==> config.mk <==
export PLATFORM = sky130hd
export DESIGN_NAME = tweet_uart_rx_flat
export DESIGN_NICKNAME = d
export VERILOG_FILES = /design/src/rtl/tweet_uart_rx_if.sv /design/src/rtl/tweet_uart_rx.sv /design/src/flat_wrapper.sv
export SDC_FILE = /design/constraint.sdc
export NUM_CORES = 1
export LEC_CHECK = 0
export CAP_MARGIN = 15
export CORE_UTILIZATION = 45
export CTS_CLUSTER_DIAMETER = 200
export DETAILED_ROUTE_END_ITERATION = 7
export GPL_ROUTABILITY_DRIVEN = 0
export GPL_TIMING_DRIVEN = 1
export SLEW_MARGIN = 10
export SYNTH_ARGS = -nofsm -noshare
export SYNTH_HDL_FRONTEND = slang
export SYNTH_SLANG_ARGS = --single-unit
==> constraint.sdc <==
create_clock -name sysclk -period 2.3 [get_ports sysclk]
set_input_delay 0.69 -clock sysclk [delete_from_list [all_inputs] [get_ports sysclk]]
set_output_delay 0.69 -clock sysclk [all_outputs]
set_load 0.005 [all_outputs]
==> src/rtl/tweet_uart_rx_if.sv <==
// Signal bundle between the tweet board's serial receive stage and its consumers.
// The host side drives the line and the enable; the receiver returns characters and status.
interface tweet_uart_rx_if;
    logic       serial_in;
    logic       enable;
    logic [7:0] data_out;
    logic       data_valid;
    logic       frame_err;
    logic       break_det;
    logic       busy;

    modport master (
        output serial_in, enable,
        input  data_out, data_valid, frame_err, break_det, busy
    );

    modport slave (
        input  serial_in, enable,
        output data_out, data_valid, frame_err, break_det, busy
    );
endinterface

==> src/rtl/tweet_uart_rx.sv <==
// 8N1 LSB-first serial receiver: synchronises the raw line, rejects false starts, samples
// mid-bit and reports good characters, framing errors and line breaks.
module tweet_uart_rx #(
    parameter int CLKS_PER_BIT = 5208,
    parameter int HALF_BIT     = 2604,  // must be CLKS_PER_BIT/2
    parameter int CNT_W        = 13     // must hold CLKS_PER_BIT-1
) (
    input  logic          sysclk,
    input  logic          reset,
    tweet_uart_rx_if.slave rx
);

    typedef enum logic [2:0] {
        ST_IDLE,
        ST_START,
        ST_DATA,
        ST_STOP,
        ST_BRK
    } state_t;

    localparam logic [CNT_W-1:0] HALF_LAST = CNT_W'(HALF_BIT - 1);
    localparam logic [CNT_W-1:0] BIT_LAST  = CNT_W'(CLKS_PER_BIT - 1);

    logic             sync1;
    logic             rx_s;
    state_t           state;
    logic [CNT_W-1:0] timer;
    logic [2:0]       bit_idx;
    logic [7:0]       shift_reg;
    logic [7:0]       data_q;
    logic             valid_q;
    logic             ferr_q;
    logic             brk_q;
    logic             busy_q;

    // NOTE: the synchroniser resets to the idle-high level so that leaving reset never
    // looks like a start edge.
    always_ff @(posedge sysclk or negedge reset) begin
        if (!reset) begin
            sync1 <= 1'b1;
            rx_s  <= 1'b1;
        end else begin
            sync1 <= rx.serial_in;
            rx_s  <= sync1;
        end
    end

    always_ff @(posedge sysclk or negedge reset) begin
        if (!reset) begin
            state     <= ST_IDLE;
            timer     <= '0;
            bit_idx   <= '0;
            shift_reg <= '0;
            data_q    <= '0;
            valid_q   <= 1'b0;
            ferr_q    <= 1'b0;
            brk_q     <= 1'b0;
            busy_q    <= 1'b0;
        end else begin
            // NOTE: strobes default low every cycle so each set below lasts exactly one cycle.
            valid_q <= 1'b0;
            ferr_q  <= 1'b0;

            case (state)
                ST_IDLE: begin
                    if (rx.enable && !rx_s) begin
                        state  <= ST_START;
                        timer  <= '0;
                        busy_q <= 1'b1;
                    end
                end

                ST_START: begin
                    if (timer == HALF_LAST) begin
                        timer <= '0;
                        if (rx_s) begin
                            state  <= ST_IDLE;  // line bounced back high: false start
                            busy_q <= 1'b0;
                        end else begin
                            state   <= ST_DATA;
                            bit_idx <= '0;
                        end
                    end else begin
                        timer <= timer + CNT_W'(1);
                    end
                end

                ST_DATA: begin
                    if (timer == BIT_LAST) begin
                        timer              <= '0;
                        shift_reg[bit_idx] <= rx_s;
                        if (bit_idx == 3'd7) begin
                            state <= ST_STOP;
                        end else begin
                            bit_idx <= bit_idx + 3'd1;
                        end
                    end else begin
                        timer <= timer + CNT_W'(1);
                    end
                end

                ST_STOP: begin
                    if (timer == BIT_LAST) begin
                        timer <= '0;
                        if (rx_s) begin
                            data_q  <= shift_reg;
                            valid_q <= 1'b1;
                            state   <= ST_IDLE;
                            busy_q  <= 1'b0;
                        end else if (shift_reg != 8'h00) begin
                            ferr_q <= 1'b1;
                            state  <= ST_BRK;
                        end else begin
                            brk_q <= 1'b1;
                            state <= ST_BRK;
                        end
                    end else begin
                        timer <= timer + CNT_W'(1);
                    end
                end

                ST_BRK: begin
                    // Resync only after the line has been seen idle again.
                    if (rx_s) begin
                        brk_q  <= 1'b0;
                        state  <= ST_IDLE;
                        busy_q <= 1'b0;
                    end
                end

                default: begin
                    state  <= ST_IDLE;
                    busy_q <= 1'b0;
                end
            endcase
        end
    end

    assign rx.data_out   = data_q;
    assign rx.data_valid = valid_q;
    assign rx.frame_err  = ferr_q;
    assign rx.break_det  = brk_q;
    assign rx.busy       = busy_q;

endmodule

==> src/flat_wrapper.sv <==
// flat-port wrapper written by rule: the top's interface ports become plain ports
module tweet_uart_rx_flat 
#(
    parameter int CLKS_PER_BIT = 5208,
    parameter int HALF_BIT     = 2604,                           
    parameter int CNT_W        = 13                                
)
  (sysclk, reset, rx_serial_in, rx_enable, rx_data_out, rx_data_valid, rx_frame_err, rx_break_det, rx_busy);
  tweet_uart_rx_if rx_i ();
  input  logic sysclk;
  input  logic reset;
  input wire logic [$bits(rx_i.serial_in)-1:0] rx_serial_in;
  input wire logic [$bits(rx_i.enable)-1:0] rx_enable;
  output wire logic [$bits(rx_i.data_out)-1:0] rx_data_out;
  output wire logic [$bits(rx_i.data_valid)-1:0] rx_data_valid;
  output wire logic [$bits(rx_i.frame_err)-1:0] rx_frame_err;
  output wire logic [$bits(rx_i.break_det)-1:0] rx_break_det;
  output wire logic [$bits(rx_i.busy)-1:0] rx_busy;
  assign rx_i.serial_in = rx_serial_in;
  assign rx_i.enable = rx_enable;
  assign rx_data_out = rx_i.data_out;
  assign rx_data_valid = rx_i.data_valid;
  assign rx_frame_err = rx_i.frame_err;
  assign rx_break_det = rx_i.break_det;
  assign rx_busy = rx_i.busy;
  tweet_uart_rx #(.CLKS_PER_BIT(CLKS_PER_BIT), .HALF_BIT(HALF_BIT), .CNT_W(CNT_W)) u_core (.sysclk(sysclk), .reset(reset), .rx(rx_i));
endmodule
==> results.toml <==
[synthesis]
synth-async-reset-ratio = 1.00
synth_fp_nets = 198
ys.warnings.count = 0
synth.yosys.seq_area_share = 0.489
post_synth_instance_area_um2 = 2100
synth-edff-count = 0
ys_ff_latch = 41
ys.flop_type = "sky130_fd_sc_hd__dfrtp_1"
synth.avg_cell_area_um2 = 11.1
synthesis.instances = 190
ys_types = 44
synth_top_cell_area_share = 0.464
cell_taking_the_most_area_after_synthesis = "sky130_fd_sc_hd__dfrtp_1"
netlist_top_cells_area = "sky130_fd_sc_hd__dfrtp_1 46%, sky130_fd_sc_hd__mux2_2 9.6%, sky130_fd_sc_hd__nand2_1 2.7%, sky130_fd_sc_hd__dfstp_2 2.5%, sky130_fd_sc_hd__a31oi_1 2.4%"

[pwr]
power.ir.vdd_worst_mv = 0.432
leakagePower_nw = 1.16
p_total_mw = 2.15
power_per_cell_area_nw_per_um2 = 894

[sta]
setup_viol = 0
final_critical_path_setup_slack_ns = 0.171
grt_setup_unrepaired = "no"
period_needed_ns = 2.13
max_freq_ghz = 0.470
worst_slew_margin_rel = 0.576
timing_worst_slew_pin_value_ns = 0.628
final.setup_skew_ns = 0.0124
fin_hold_ws_ns = 0.351
hold_viol = 0
period_share = 0.926
final_max_slew_viol_count = 0
fin_setup_tns_ns = 0

[floorplan]
rows = 24
floorplan.initialDensity = 0.476
floorplan.die.height_um = 70.3
io_pins = 16
die_area_um2 = 4950
core-area_um2 = 4410
chipWidth_um = 70.3

[detailed_routing]
wirelength_um = 4170
ant_nets = 0
drt-vias-per-instance = 5.90
routed-via-count = 1546
number_of_design_rule_violations_left_after_detail_routing = 0
dr.first_iter.drc_count = 90
firstDrtPassIters = 4
detail_route.wl_per_cell_um = 15.9

[layout]
layout_nets = 218
postLayoutCellArea_um2 = 2410
largest_register_ff_count = 13
share_of_final_layout_standard_cells_stronger_than_drive_strength_1 = 0.214
insertedDiodeCount = 0
area_delta_synth_final_pct = 14.7

[critical_path]
criticalPathCategory = "reg2reg"
timing.rr.start = "u_core.timer[1]$_DFFE_PN0P_"
setup.reg_to_reg.worst_slack_ns = 0.17
worst_setup_path_startpoint = "u_core.timer[1]$_DFFE_PN0P_"
crit_path_max_fanout = 9
crit_arrival_ns = 2.30
crit_path_start_kind = "register"
r2r_cells = 5
endpoint = "u_core.rx.data_out[1]$_DFFE_PN0P_"
timing.rr.end = "u_core.rx.data_out[1]$_DFFE_PN0P_"
required_arrival_time_at_the_worst_endpoint_ns = 2.47
cp-end-kind = "register"

[cts]
tritoncts_num_sinks = 41
worst_skew_pair.late_latency_ns = 0.30
post_cts_buffers = 0
cts-htree-levels = 2
ctsResizeCount = 0
tritoncts.num_buffers = 5
tritoncts = "yes"
cts_max_path_buffers = 2
post_cts_hold_buffer_count = 0
worst_setup_hold_path_clk_slew_ns = 0.08
clock_tree.root_cell = "sky130_fd_sc_hd__clkbuf_8"

[run]
maxCapViolations = 0

[grt]
maximum_number_of_pins_on_one_net_before_global_route_repair = 42
vias_in_the_first_global_route = 1496
total_routing_usage_gr = 0.188
antenna_found_initial = 0
global_route_wire_length_before_repair_um = 7250
grt_remaining_overflow = 0

[placement]
detailedPlace.worstSlack_ns = 0.129
place.detailed.hpwl_um = 2950
dpl-instance-area_um2 = 2320
port-buffer-count = 15

[hold_path]
worstHoldPathType = "reg2reg"

[run_status]
run_status = "finished, final reports clean"
kinds of logic after synthesis:
kind of cell	Yosys count	synth area share
AO/OA/AOI/OAI	38	0.129
flip-flops	41	0.489
AND/OR/NAND/NOR	75	0.223
buffers and inverters	11	0.0244
adder cells (fa/ha/maj)	4	0.0238
multiplexers	20	0.106
XOR/XNOR	1	0.00417
Yosys cell counts (2+ instances only):
cell type and count:
sky130_fd_sc_hd__dfrtp_1 39, sky130_fd_sc_hd__a211o_1 2, sky130_fd_sc_hd__a31oi_1 8, sky130_fd_sc_hd__dfstp_2 2, sky130_fd_sc_hd__mux2_2 18, sky130_fd_sc_hd__nor3b_2 4
sky130_fd_sc_hd__a22o_1 5, sky130_fd_sc_hd__and3_1 3, sky130_fd_sc_hd__nand3_1 6, sky130_fd_sc_hd__and4_1 4, sky130_fd_sc_hd__clkbuf_1 5, sky130_fd_sc_hd__a21o_1 4
sky130_fd_sc_hd__buf_2 2, sky130_fd_sc_hd__nor3b_1 4, sky130_fd_sc_hd__nor2_1 13, sky130_fd_sc_hd__a41oi_1 2, sky130_fd_sc_hd__and2_1 4, sky130_fd_sc_hd__nand4_1 3
sky130_fd_sc_hd__mux2i_1 2, sky130_fd_sc_hd__or4_1 2, sky130_fd_sc_hd__buf_4 2, sky130_fd_sc_hd__o21ai_0 6, sky130_fd_sc_hd__nand2_1 15, sky130_fd_sc_hd__nor3_1 3
sky130_fd_sc_hd__nor2b_1 5, sky130_fd_sc_hd__inv_1 2, sky130_fd_sc_hd__ha_1 4, sky130_fd_sc_hd__a21oi_1 5
final cells by class:
class	count	area, um^2
fillers	387	2000
flip-flops and latches	41	1030
multi-input cells	138	1020
repair buffers	22	198
clock buffers	6	82.6
well taps	52	65.1
clock inverters	1	7.51
inverters	2	7.51
worst max-delay path: stages, from the launching register on:
cell and delay, ns:
sky130_fd_sc_hd__dfrtp_1 0.41, sky130_fd_sc_hd__ha_1 0.18, sky130_fd_sc_hd__nor3b_2 0.29, sky130_fd_sc_hd__nand4_4 0.23
sky130_fd_sc_hd__nor3_4 0.51, sky130_fd_sc_hd__mux2_2 0.39
stage by stage:
stage               instances  utilization
floorplan                 190            -
global placement          255        0.526
detailed placement        255        0.526
CTS                       262        0.546
global route              262        0.546
finish                    262        0.546
worst min path at each step:
stage | startpoint | to | slack [ns] | depth (start not counted)
CTS | u_core.sync1$_DFF_PN1_ | u_core.rx_s$_DFF_PN1_ | 0.36 | 0
global placement | u_core.sync1$_DFF_PN1_ | u_core.rx_s$_DFF_PN1_ | 0.35 | 0
detailed placement | u_core.sync1$_DFF_PN1_ | u_core.rx_s$_DFF_PN1_ | 0.35 | 0
global route | u_core.sync1$_DFF_PN1_ | u_core.rx_s$_DFF_PN1_ | 0.35 | 0
floorplan | u_core.sync1$_DFF_PN1_ | u_core.rx_s$_DFF_PN1_ | 0.35 | 0
finish | u_core.sync1$_DFF_PN1_ | u_core.rx_s$_DFF_PN1_ | 0.35 | 0
power by group:
group          switching [mW]  internal, mW
sequential              0.156         0.814
clock                   0.245         0.237
combinational           0.396         0.307
layout by cell type, fill, tap and decap left out, types with 5 or more instances in the layout:
cell type,n
sky130_fd_sc_hd__a31oi_1,8
sky130_fd_sc_hd__nand3_1,6
sky130_fd_sc_hd__dfrtp_1,39
sky130_fd_sc_hd__buf_4,7
sky130_fd_sc_hd__mux2_2,18
sky130_fd_sc_hd__nor2_1,13
sky130_fd_sc_hd__o21ai_0,6
sky130_fd_sc_hd__clkdlybuf4s50_1,14
sky130_fd_sc_hd__nand2_1,15
sky130_fd_sc_hd__a22o_1,5
sky130_fd_sc_hd__a21oi_1,5
sky130_fd_sc_hd__clkbuf_8,6
sky130_fd_sc_hd__nor2b_1,5
per-layer routing:
layer,global-route usage,wire (um),up-vias
li1,-,-,746
met1,0.249,2000,759
met2,0.291,1960,32
met3,0.0462,136,9
met4,0.0778,79,0
met5,0,0,-
Power figures use the tool's default switching activity.
